### src/rtl/fetch_stage.sv
// fetch_stage: instruction fetch FSM with one-entry stall buffer and redirect discard handling
module fetch_stage #(
  parameter logic [31:0] RESET_PC = 32'h0000_0000,
  parameter logic [31:0] PC_STEP  = 32'd1
) (
  input  logic        clk,
  input  logic        rst_n,
  input  logic        stall,
  input  logic        redirect_valid,
  input  logic [31:0] redirect_pc,
  output logic        imem_req,
  output logic [31:0] imem_addr,
  input  logic        imem_ack,
  input  logic [31:0] imem_rdata,
  output logic [31:0] id_inst,
  output logic [21:0] id_imm_field,
  output logic [31:0] id_pc,
  output logic        id_valid
);
  typedef enum logic [1:0] {IDLE, WAIT, HOLD, DISCARD} state_t;
  state_t      state_q, state_d;
  logic [31:0] pc_q, pc_d;
  logic [31:0] id_inst_q, id_inst_d;
  logic [31:0] id_pc_q, id_pc_d;
  logic        id_valid_q, id_valid_d;
  logic [31:0] hold_inst_q, hold_inst_d;
  logic [31:0] hold_pc_q, hold_pc_d;
  logic [31:0] pend_q, pend_d;

  // pc_q is never advanced while a request is outstanding, so it is also the abandoned address in DISCARD
  assign imem_req     = (state_q == WAIT) || (state_q == DISCARD);
  assign imem_addr    = pc_q;
  assign id_inst      = id_inst_q;
  assign id_imm_field = id_inst_q[21:0];
  assign id_pc        = id_pc_q;
  assign id_valid     = id_valid_q;

  // next-state and datapath updates; redirect always wins over stall
  always_comb begin
    state_d     = state_q;
    pc_d        = pc_q;
    id_inst_d   = id_inst_q;
    id_pc_d     = id_pc_q;
    id_valid_d  = id_valid_q;
    hold_inst_d = hold_inst_q;
    hold_pc_d   = hold_pc_q;
    pend_d      = pend_q;
    case (state_q)
      IDLE: state_d = WAIT;
      WAIT: begin
        if (imem_ack && redirect_valid) begin
          pc_d       = redirect_pc;
          id_valid_d = 1'b0;
        end else if (imem_ack && !stall) begin
          id_inst_d  = imem_rdata;
          id_pc_d    = pc_q;
          id_valid_d = 1'b1;
          pc_d       = pc_q + PC_STEP;
        end else if (imem_ack) begin
          hold_inst_d = imem_rdata;
          hold_pc_d   = pc_q;
          pc_d        = pc_q + PC_STEP;
          state_d     = HOLD;
        end else if (redirect_valid) begin
          pend_d     = redirect_pc;
          id_valid_d = 1'b0;
          state_d    = DISCARD;
        end else if (!stall) begin
          id_valid_d = 1'b0;
        end
      end
      HOLD: begin
        if (redirect_valid) begin
          hold_inst_d = '0;
          hold_pc_d   = '0;
          pc_d        = redirect_pc;
          id_valid_d  = 1'b0;
          state_d     = WAIT;
        end else if (!stall) begin
          id_inst_d  = hold_inst_q;
          id_pc_d    = hold_pc_q;
          id_valid_d = 1'b1;
          state_d    = WAIT;
        end
      end
      DISCARD: begin
        id_valid_d = 1'b0;
        pend_d     = redirect_valid ? redirect_pc : pend_q;
        pc_d       = imem_ack ? (redirect_valid ? redirect_pc : pend_q) : pc_q;
        state_d    = imem_ack ? WAIT : DISCARD;
      end
      default: state_d = IDLE;
    endcase
  end

  // state registers with asynchronous active-low reset
  always_ff @(posedge clk or negedge rst_n) begin
    if (!rst_n) begin
      state_q     <= IDLE;
      pc_q        <= RESET_PC;
      id_inst_q   <= '0;
      id_pc_q     <= '0;
      id_valid_q  <= 1'b0;
      hold_inst_q <= '0;
      hold_pc_q   <= '0;
      pend_q      <= '0;
    end else begin
      state_q     <= state_d;
      pc_q        <= pc_d;
      id_inst_q   <= id_inst_d;
      id_pc_q     <= id_pc_d;
      id_valid_q  <= id_valid_d;
      hold_inst_q <= hold_inst_d;
      hold_pc_q   <= hold_pc_d;
      pend_q      <= pend_d;
    end
  end
endmodule

### config.mk
export PLATFORM = sky130hd
export DESIGN_NAME = fetch_stage
export DESIGN_NICKNAME = d
export VERILOG_FILES = /design/src/rtl/fetch_stage.sv
export SDC_FILE = /design/constraint.sdc
export NUM_CORES = 1
export LEC_CHECK = 0
export BUFFER_PORTS_ARGS = -buffer_cell sky130_fd_sc_hd__buf_2
export CAP_MARGIN = 20
export CORE_MARGIN = 2
export CORE_UTILIZATION = 25
export CTS_CLUSTER_DIAMETER = 200
export DETAILED_ROUTE_END_ITERATION = 6
export PLACE_DENSITY_LB_ADDON = 0.1
export REMOVE_ABC_BUFFERS = 1
export SLEW_MARGIN = 15
export SYNTH_ARGS = -nofsm -noshare
export SYNTH_HDL_FRONTEND = slang
export SYNTH_SLANG_ARGS = --single-unit
export TNS_END_PERCENT = 5
### constraint.sdc
create_clock -name clk -period 2.8 [get_ports clk]
set_input_delay 0.56 -clock clk [delete_from_list [all_inputs] [get_ports clk]]
set_output_delay 0.56 -clock clk [all_outputs]
set_load 0.005 [all_outputs]
==> results of run 1 <==
## worst max-delay path: cells and delay by family, from the launching register on
| kind | cells | cell delay (ps) |
|---|---|---|
| AO/OA/AOI/OAI | 2 | 470 |
| flip-flops | 1 | 590 |
| AND/OR/NAND/NOR | 3 | 1150 |
## per-layer routing
layer / GRT usage / routed length [microns] / share of wire
met5: 0 / 0 / 0
met4: 0.0474 / 525 / 0.017
met3: 0.0278 / 1120 / 0.036
met2: 0.240 / 13900 / 0.45
met1: 0.219 / 15400 / 0.50
## final cells by class
| type | instances | area [sq um] | share of cell area |
|---|---|---|---|
| Sequential cell | 195 | 4880 | 0.419 |
| Multi-Input combinational cell | 740 | 4200 | 0.360 |
| Timing Repair Buffer | 223 | 1310 | 0.113 |
| Tap cell | 518 | 648 | 0.0557 |
| Clock buffer | 19 | 453 | 0.0389 |
| Clock inverter | 13 | 123 | 0.0105 |
| Inverter | 8 | 30.0 | 0.00258 |
| Antenna cell | 1 | 2.50 | 0.000215 |
## worst paths after layout
kind,cells after the start,slack (ps),to,from
max,5,540,imem_addr[27]$_DFFE_PN0P_,imem_addr[9]$_DFFE_PN0P_
min in group clk,2,360,pend_q[8]$_DFFE_PN0P_,redirect_pc[8]
max reg2reg,5,540,imem_addr[27]$_DFFE_PN0P_,imem_addr[9]$_DFFE_PN0P_
max in group asynchronous,2,2060,hold_pc_q[4]$_DFFE_PN0P_,rst_n
min reg2reg,1,470,id_inst[24]$_DFFE_PN0P_,id_inst[24]$_DFFE_PN0P_
min,1,60,id_inst[19]$_DFFE_PN0P_,rst_n
## cell families (layout without fill, tap and decap cells)
logic type | after synthesis | after routing | share of synthesized area
adders and majority gates | 1 | 1 | 0.00129
buffers and inverters | 111 | 263 | 0.0668
and+or+nand+nor | 356 | 356 | 0.163
other | 0 | 1 | 0
AOI/OAI and AO/OA | 337 | 337 | 0.214
muxes | 42 | 42 | 0.0479
xor gates and xnor gates | 4 | 4 | 0.00362
DFF | 195 | 195 | 0.504
## synth_stat cells, types with 6 or more instances
| cell | n |
|---|---|
| sky130_fd_sc_hd__and4_1 | 7 |
| sky130_fd_sc_hd__buf_6 | 9 |
| sky130_fd_sc_hd__nand4_1 | 9 |
| sky130_fd_sc_hd__o22a_1 | 7 |
| sky130_fd_sc_hd__a31oi_1 | 11 |
| sky130_fd_sc_hd__nor2_1 | 30 |
| sky130_fd_sc_hd__o22ai_1 | 9 |
| sky130_fd_sc_hd__nor3_1 | 14 |
| sky130_fd_sc_hd__mux2_2 | 35 |
| sky130_fd_sc_hd__or3_1 | 6 |
| sky130_fd_sc_hd__o31a_1 | 6 |
| sky130_fd_sc_hd__clkbuf_2 | 6 |
| sky130_fd_sc_hd__dfrtp_1 | 195 |
| sky130_fd_sc_hd__a21oi_1 | 97 |
| sky130_fd_sc_hd__inv_1 | 7 |
| sky130_fd_sc_hd__mux2i_1 | 7 |
| sky130_fd_sc_hd__nand3_1 | 18 |
| sky130_fd_sc_hd__buf_4 | 31 |
| sky130_fd_sc_hd__and3_1 | 8 |
| sky130_fd_sc_hd__a21o_1 | 65 |
| sky130_fd_sc_hd__o21ai_0 | 104 |
| sky130_fd_sc_hd__buf_2 | 31 |
| sky130_fd_sc_hd__nand2_1 | 241 |
| sky130_fd_sc_hd__clkbuf_1 | 25 |
## state kept, by name, indices dropped and copies added (netlist names)
name,count
imem_addr,32
id_pc,32
id_inst,32
state_q,2
hold_pc_q,32
id_valid,1
pend_q,32
hold_inst_q,32
## stage by stage
step	setup TNS (ps)	hold WS, ps	power (mW)	std cells	area (sq um)
after floorplan	-362710	264	5.19	943	9070
after global placement	0	455	6.30	1684	11100
after detailed placement	0	462	6.34	1684	11100
after CTS	0	66.1	8.90	1716	11600
after global routing	0	93.9	9.34	1717	11600
final	0	56.7	8.71	1717	11600
## power breakdown
| part | total (mW) | leakage (nW) | internal, mW | switching, mW |
|---|---|---|---|---|
| logic | 2.05 | 2.98 | 1.01 | 1.04 |
| registers | 4.17 | 2.40 | 3.57 | 0.601 |
| clock network | 2.49 | 0.273 | 1.29 | 1.20 |
==> flow_summary.rst, run 1 <==
.. list-table::
   :header-rows: 1

   * - Metric
     - Value
   * - Result of the run
     - finished, final reports clean
   * - Gr usage total
     - 0.155
   * - Post-synthesis sequential element count
     - 195
   * - Post-route core utilization
     - 0.303
   * - Initial DRC count
     - 452
   * - DR pass1 iterations
     - 6
   * - Critical path start-end classification
     - reg -> reg
   * - RePlAce Congestion
     - 0.771
   * - Top area cells in the synthesized netlist
     - sky130_fd_sc_hd__dfrtp_1 (50%), sky130_fd_sc_hd__nand2_1 (9.3%), sky130_fd_sc_hd__o21ai_0 (5.4%)
   * - Core box area
     - 38500 sq um
   * - Fraction of post-synthesis cell area in the top cell type by area
     - 0.504
   * - Die span in x
     - 201 microns
   * - Number of setup buffers added after CTS
     - 0
   * - Max capacitance violation total
     - 0
   * - Slew Viols, Final
     - 0
   * - Insertion delay of the later-clocked pin in the worst-skew pair
     - 450 ps
   * - Area Overhead vs Synth
     - 20.2%
   * - Least-Margin Pin Slew
     - 642 ps
   * - Total Nets Final
     - 1255
   * - Number of fillers in the final layout
     - 4123
   * - Worst setup slack before clock tree synthesis
     - 478 ps
   * - Effective utilization at floorplan
     - 0.252
   * - Cell area power density
     - 748 nW/um^2
   * - Number of gates resized after CTS
     - 0
   * - Minimum period implied by the final worst setup slack
     - 2260 ps
   * - Final hold violations
     - 0
   * - Vertical die dimension
     - 201 microns
   * - Count of antenna-violating nets left after detailed routing
     - 0
   * - DRC violations left
     - 0
   * - Cts bufs inserted
     - 17
   * - DR WL/cell
     - 18.0 microns
   * - Ratio of final minimum period to clock period
     - 0.808
   * - Cells traversed along the worst timing path
     - nand3_1 > nor4_4 > nand3_1 > a221oi_1 > o31a_1
   * - Commonest non-fill, non-tap cell in the layout
     - sky130_fd_sc_hd__nand2_1
   * - Initial antenna violation count
     - 1
   * - CTS tree
     - built
   * - Clock tree root driver cell
     - sky130_fd_sc_hd__clkbuf_16
   * - DP Wirelength
     - 20.7 mm
   * - Required time of the critical path
     - 3180 ps
   * - Total wire length after detailed routing
     - 30.9 mm
   * - Portion of the post-synthesis area used by sequential elements
     - 0.504
   * - Number of flops mapped to enable cells by yosys
     - 0
   * - Post-synthesis cell count
     - 1046
   * - Largest net degree at the start of global routing
     - 79
   * - CTS HTree Levels
     - 4
   * - Primary flip-flop cell chosen by synthesis mapping
     - sky130_fd_sc_hd__dfrtp_1
   * - Number of port buffers
     - 188
   * - Setup skew after layout
     - 10.3 ps
   * - Quantity of hold-fixing buffers added after cts
     - 0
   * - YS warnings
     - 0
   * - VDD IR max
     - 0.389 mV
   * - Maximum clock path buffer count
     - 2
   * - Slowest cell delay on critical path
     - 670 ps
   * - Number of placement rows
     - 72
   * - Die area
     - 40300 sq um
   * - Clk pin slew, worst setup/hold paths
     - 70 ps
   * - Routed via count
     - 8021
   * - Mean instance size in the synthesized netlist
     - 9.26 sq um
   * - Data arrival, critical path
     - 2650 ps
   * - Wire length of the first global-routing pass
     - 48.2 mm
   * - Largest area contributor in the netlist
     - sky130_fd_sc_hd__dfrtp_1
   * - Fraction of final layout cells sized beyond drive strength 1
     - 0.255
   * - Vias in the first global route
     - 7872
   * - CTS sink count
     - 195
   * - Setup-failing EPs final
     - 0
   * - Max-slew headroom
     - 0.569
   * - RSZ-0062 raised after global routing
     - false
   * - Routed vias/inst
     - 4.67
   * - Cell occurring most often along the worst timing path
     - sky130_fd_sc_hd__nand3_1
   * - Final Worst Setup Slack
     - 536 ps
   * - Critical Path Sink Type
     - register
   * - Largest fanout on the critical path
     - 9
   * - F_max
     - 0.442 GHz
   * - Number of ports placed on the die boundary
     - 189
   * - Yosys cell types
     - 66
   * - CP max stage cell
     - sky130_fd_sc_hd__nor4_4
   * - Global-route congestion overflow total
     - 0
   * - Post-synthesis cell area
     - 9690 sq um
   * - Min-delay worst type
     - in -> async
   * - Commonest non-fill, non-tap cells in the layout
     - sky130_fd_sc_hd__nand2_1 (241), sky130_fd_sc_hd__dfrtp_1 (195), sky130_fd_sc_hd__buf_2 (187)
   * - Proportion of synthesized flip-flops having asynchronous set or reset
     - 1.00
   * - Leakage power of the design
     - 5.66 nW
   * - Type of origin of the critical path
     - register
Power figures use the tool's default switching activity.
==> run 2, diff against run 1 <==
Clock period 2.8 ns to 2.1 ns, I/O delays scaled along.
==> flow_summary.rst, run 2 (same netlist as run 1, synthesis figures left out) <==
.. list-table::
   :header-rows: 1

   * - Metric
     - Value
   * - Result of the run
     - finished, final reports clean
   * - Die area
     - 40300 sq um
   * - DR WL/cell
     - 18.0 microns
   * - Inst Count DP
     - 1718
   * - Number of fillers in the final layout
     - 4069
   * - CTS HTree Levels
     - 4
   * - Initial antenna violation count
     - 1
   * - CTS sink count
     - 195
   * - Clk pin slew, worst setup/hold paths
     - 80 ps
   * - Slowest cell delay on critical path
     - 490 ps
   * - Setup skew after layout
     - 14.3 ps
   * - Max-slew headroom
     - 0.655
   * - Commonest non-fill, non-tap cell in the layout
     - sky130_fd_sc_hd__nand2_1
   * - Min-delay worst type
     - in -> reg
   * - Number of standard cells in the final layout excluding fillers
     - 1751
   * - Worst setup slack before clock tree synthesis
     - 71.3 ps
   * - Total Nets Final
     - 1290
   * - Maximum clock path buffer count
     - 2
   * - DR pass1 iterations
     - 6
   * - Number of placement rows
     - 72
   * - Routed vias/inst
     - 4.67
   * - Commonest non-fill, non-tap cells in the layout
     - sky130_fd_sc_hd__nand2_1 (241), sky130_fd_sc_hd__dfrtp_1 (195), sky130_fd_sc_hd__buf_2 (187)
   * - Vias in the first global route
     - 8049
   * - Cells traversed along the worst timing path
     - and2b_4 > a21oi_1 > or3_4 > buf_12 > a21o_1
   * - Routed via count
     - 8172
   * - RePlAce Congestion
     - 0.804
   * - Number of ports placed on the die boundary
     - 189
   * - CP max stage cell
     - sky130_fd_sc_hd__or3_4
   * - Non-Filler Cell Area, Final
     - 12000 sq um
   * - DRC violations left
     - 0
   * - Least-Margin Pin Slew
     - 512 ps
   * - Minimum period implied by the final worst setup slack
     - 1970 ps
   * - F_max
     - 0.507 GHz
   * - Cts bufs inserted
     - 17
   * - Wire length of the first global-routing pass
     - 49.6 mm
   * - Required time of the critical path
     - 2430 ps
   * - Initial DRC count
     - 501
   * - Area Overhead vs Synth
     - 23.8%
   * - RSZ-0062 raised after global routing
     - false
   * - Final hold violations
     - 0
   * - Fraction of final layout cells sized beyond drive strength 1
     - 0.275
   * - Worst path buffer plus inverter count
     - 1
   * - Insertion delay of the later-clocked pin in the worst-skew pair
     - 450 ps
   * - Final Worst Setup Slack
     - 127 ps
   * - Ratio of final minimum period to clock period
     - 0.940
   * - Critical path start-end classification
     - reg -> reg
   * - VDD IR max
     - 0.524 mV
   * - Type of origin of the critical path
     - register
   * - Total wire length after detailed routing
     - 31.5 mm
   * - Largest net degree at the start of global routing
     - 83
   * - Global-route congestion overflow total
     - 0
   * - Setup TNS
     - 0 ps
   * - Number of port buffers
     - 188
   * - Die span in x
     - 201 microns
   * - CTS tree
     - built
   * - DP Wirelength
     - 22.0 mm
   * - Clock tree root driver cell
     - sky130_fd_sc_hd__clkbuf_16
   * - Core box area
     - 38500 sq um
   * - Leakage power of the design
     - 5.86 nW
   * - Number of setup buffers added after CTS
     - 0
   * - Vertical die dimension
     - 201 microns
   * - Setup-failing EPs final
     - 0
   * - Gr usage total
     - 0.158
   * - Data arrival, critical path
     - 2300 ps
   * - Family of cells with the greatest summed delay on the critical path
     - simple AND/OR/NAND/NOR gates
   * - Max capacitance violation total
     - 0
   * - Largest fanout on the critical path
     - 46
   * - Effective utilization at floorplan
     - 0.252
   * - Number of antenna diodes
     - 0
   * - Slew Viols, Final
     - 0
   * - Total placed instance area
     - 11400 sq um
   * - Count of antenna-violating nets left after detailed routing
     - 0
   * - Cell area power density
     - 986 nW/um^2
   * - Critical Path Sink Type
     - register
==> run 2: worst paths after layout <==
| path | cells after the start | end | slack, ps | start |
|---|---|---|---|---|
| setup / recovery | 5 | id_pc[4]$_DFFE_PN0P_ | 130 | state_q[0]$_DFFE_PN0P_ |
| hold / removal | 2 | pend_q[8]$_DFFE_PN0P_ | 230 | redirect_pc[8] |
| setup reg to reg | 5 | id_pc[4]$_DFFE_PN0P_ | 130 | state_q[0]$_DFFE_PN0P_ |
| hold reg to reg | 1 | id_pc[11]$_DFFE_PN0P_ | 470 | id_pc[11]$_DFFE_PN0P_ |
| max in group asynchronous | 3 | pend_q[29]$_DFFE_PN0P_ | 970 | rst_n |
| min in group asynchronous | 2 | id_inst[30]$_DFFE_PN0P_ | 500 | rst_n |
==> run 2: layer usage <==
layer | global-route usage | up-vias | part of all wire
met1 | 0.229 | 3984 | 0.50
met2 | 0.248 | 177 | 0.46
li1 | - | 3996 | -
met3 | 0.0279 | 15 | 0.035
met4 | 0.0312 | 0 | 0.0074
met5 | 0 | - | 0
==> run 2: through the flow <==
step           total power [mW]  hold WS [ps]   util
3_3_place_gp               8.62           378  0.297
2_1_floorplan              6.92           124      -
4_1_cts                    12.1           197  0.312
6_report                   11.8           229  0.312
3_5_place_dp               8.66           375  0.297
5_1_grt                    12.7           210  0.312
==> run 2: worst register-to-register path, cell delays in order, from the launching register on <==
cell,delay [ps]
sky130_fd_sc_hd__dfrtp_1,480
sky130_fd_sc_hd__and2b_4,350
sky130_fd_sc_hd__a21oi_1,70
sky130_fd_sc_hd__or3_4,490
sky130_fd_sc_hd__buf_12,230
sky130_fd_sc_hd__a21o_1,250
==> run 2: final cells by class <==
class                      instances  area (sq um)  share of cell area
clock buffer                      20           457              0.0381
clock inverter                    12           119             0.00991
inverter                           8          30.0             0.00250
multi-input combinational        740          4200               0.350
sequential                       195          4880               0.407
tap                              518           648              0.0540
timing repair buffer             258          1670               0.139
==> run 2: power breakdown <==
group	switching [mW]	leakage, nW	internal, mW
clock	1.60	0.274	1.72
sequential	0.653	2.40	4.76
combinational	1.61	3.18	1.49
==> run 2: repair_timing <==
action | CTS | global route
endpoints found under the setup margin | 0 | 2
hold buffers | 1 | 0
gates resized for setup | 0 | 1
hold endpoints to repair | 44 | 0
==> run 3, diff against run 2 <==
Settings changed: SETUP_SLACK_MARGIN set to 0.3.
==> flow_summary.rst, run 3 (same netlist as run 1, synthesis figures left out) <==
.. list-table::
   :header-rows: 1

   * - Metric
     - Value
   * - Area Overhead vs Synth
     - 31.0%
   * - Vias in the first global route
     - 8140
   * - Wire length of the first global-routing pass
     - 50.2 mm
   * - FF/Latch Area
     - 4890 sq um
   * - Register-to-register path setup slack
     - 250 ps
   * - Data arrival, critical path
     - 2180 ps
   * - Gr usage total
     - 0.160
   * - Hold WS
     - 230 ps
   * - Cell area power density
     - 948 nW/um^2
   * - Worst R2R Path Depth
     - 6
   * - DRC violations left
     - 0
   * - Setup skew after layout
     - 13.3 ps
   * - Die area
     - 40300 sq um
   * - Cts bufs inserted
     - 17
   * - Startpoint of the worst register-to-register path
     - state_q[0]$_DFFE_PN0P_
   * - Largest fanout on the critical path
     - 8
   * - Core box area
     - 38500 sq um
   * - CTS sink count
     - 195
   * - Fraction of final layout cells sized beyond drive strength 1
     - 0.337
   * - Initial DRC count
     - 477
   * - Slew Viols, Final
     - 0
   * - Total placed instance area
     - 11400 sq um
   * - Commonest non-fill, non-tap cell in the layout
     - sky130_fd_sc_hd__nand2_1
   * - Number of antenna diodes
     - 0
   * - Effective utilization at floorplan
     - 0.252
   * - Count of antenna-violating nets left after detailed routing
     - 0
   * - CTS HTree Levels
     - 4
   * - Max capacitance violation total
     - 0
   * - Min-delay src
     - redirect_pc[8]
   * - Capture endpoint of the worst hold path
     - pend_q[8]$_DFFE_PN0P_
   * - Number of port buffers
     - 188
   * - DP Wirelength
     - 22.0 mm
   * - Insertion delay of the later-clocked pin in the worst-skew pair
     - 450 ps
   * - Largest net degree at the start of global routing
     - 83
   * - RePlAce Congestion
     - 0.804
   * - Ratio of final minimum period to clock period
     - 0.879
   * - Leakage power of the design
     - 6.13 nW
   * - Number of placement rows
     - 72
   * - Maximum clock path buffer count
     - 2
   * - RSZ-0062 raised after global routing
     - true
   * - Die span in x
     - 201 microns
   * - Total wire length after detailed routing
     - 34.0 mm
   * - Least-Margin Pin Slew
     - 497 ps
   * - Number of ports placed on the die boundary
     - 189
   * - Type of origin of the critical path
     - register
   * - Worst hold path depth
     - 2
   * - Setup-failing EPs final
     - 0
   * - Clock tree root driver cell
     - sky130_fd_sc_hd__clkbuf_16
   * - Area of the multi-input gates
     - 4440 sq um
   * - Min-delay worst type
     - in -> reg
   * - Critical Path Sink Type
     - register
   * - VDD IR max
     - 0.490 mV
   * - Critical path start-end classification
     - reg -> reg
   * - F_max
     - 0.542 GHz
   * - Global-route congestion overflow total
     - 0
   * - Required time of the critical path
     - 2440 ps
   * - Worst flop-to-flop path endpoint
     - id_inst[15]$_DFFE_PN0P_
   * - Max-slew headroom
     - 0.666
   * - Minimum period implied by the final worst setup slack
     - 1850 ps
   * - Result of the run
     - finished, final reports clean
   * - DR WL/cell
     - 19.1 microns
   * - Initial antenna violation count
     - 1
   * - CTS tree
     - built
   * - Total Nets Final
     - 1317
   * - DR pass1 iterations
     - 5
   * - Routed vias/inst
     - 4.72
   * - Vertical die dimension
     - 201 microns
   * - Routed via count
     - 8396
   * - Non-Filler Cell Area, Final
     - 12700 sq um
   * - Number of fillers in the final layout
     - 4024
   * - Commonest non-fill, non-tap cells in the layout
     - sky130_fd_sc_hd__nand2_1 (240), sky130_fd_sc_hd__dfrtp_1 (189), sky130_fd_sc_hd__buf_2 (187)
   * - Clk pin slew, worst setup/hold paths
     - 80 ps
   * - Final hold violations
     - 0
-- run 3: cell count changes in the layout (fill, tap and decap cells not counted), sizes merged --
cell	delta
buf	+20
clkbuf	+7
-- run 3: layer usage --
layer  global-route usage  share of wire  routed length [microns]  up-vias
li1                     -              -                        -     4055
met1                0.231           0.50                    17100     4156
met2                0.253           0.46                    15600      171
met3               0.0282          0.032                     1090       14
met4               0.0312         0.0078                      265        0
met5                    0              0                        0        -
-- run 3: cell type report --
| class | count | area share |
|---|---|---|
| well taps | 518 | 0.0511 |
| flip-flops and latches | 195 | 0.385 |
| inverters | 8 | 0.00237 |
| repair buffers | 285 | 0.166 |
| clock buffers | 20 | 0.0360 |
| clock inverters | 12 | 0.00937 |
| multi-input cells | 740 | 0.350 |
-- run 3: report_power, final --
| group | total, mW | leakage [nW] | switching [mW] | internal [mW] |
|---|---|---|---|---|
| clock network | 3.32 | 0.274 | 1.60 | 1.72 |
| registers | 5.44 | 2.40 | 0.669 | 4.77 |
| logic | 3.27 | 3.45 | 1.69 | 1.58 |
-- run 3: repair_timing --
action                                  4_1_cts  5_1_grt
endpoints found under the hold margin        44        0
setup buffers                                 7       10
hold buffers                                  1        0
pin swaps                                     2       14
gates resized for setup                       7       73
endpoints found under the setup margin      120      178
cloned                                        1        9
-- run 3: critical path, stage by stage (launching register included) --
cell and delay [ps]:
sky130_fd_sc_hd__dfrtp_2 470, sky130_fd_sc_hd__and2b_4 290, sky130_fd_sc_hd__a21oi_4 30, sky130_fd_sc_hd__or3_4 410
sky130_fd_sc_hd__buf_12 180, sky130_fd_sc_hd__clkbuf_16 170, sky130_fd_sc_hd__a21o_1 170
-- run 3: how the worst max path moves through the flow --
| stage | to | startpoint | slack (ps) | depth (start not counted) |
|---|---|---|---|---|
| after floorplan | hold_inst_q[0]$_DFFE_PN0P_ | state_q[1]$_DFFE_PN0P_ | -4570 | 3 |
| after global placement | imem_addr[14]$_DFFE_PN0P_ | redirect_valid | 120 | 6 |
| after detailed placement | id_inst[13]$_DFFE_PN0P_ | imem_ack | 70 | 6 |
| after CTS | imem_addr[29]$_DFFE_PN0P_ | imem_addr[17]$_DFFE_PN0P_ | 200 | 5 |
| after global routing | hold_inst_q[29]$_DFFE_PN0P_ | state_q[0]$_DFFE_PN0P_ | 200 | 7 |
| final | id_inst[15]$_DFFE_PN0P_ | state_q[0]$_DFFE_PN0P_ | 250 | 6 |
-- run 3: through the flow --
stage          utilization  setup WS, ps  TNS (ps)  power, mW  std cells
2_1_floorplan            -         -4570   -487660       6.92        943
3_3_place_gp         0.297           122         0       8.62       1718
3_5_place_dp         0.297          71.3         0       8.66       1718
4_1_cts              0.315           204         0       12.1       1759
5_1_grt              0.330           205         0       12.9       1778
6_report             0.330           255         0       12.0       1778
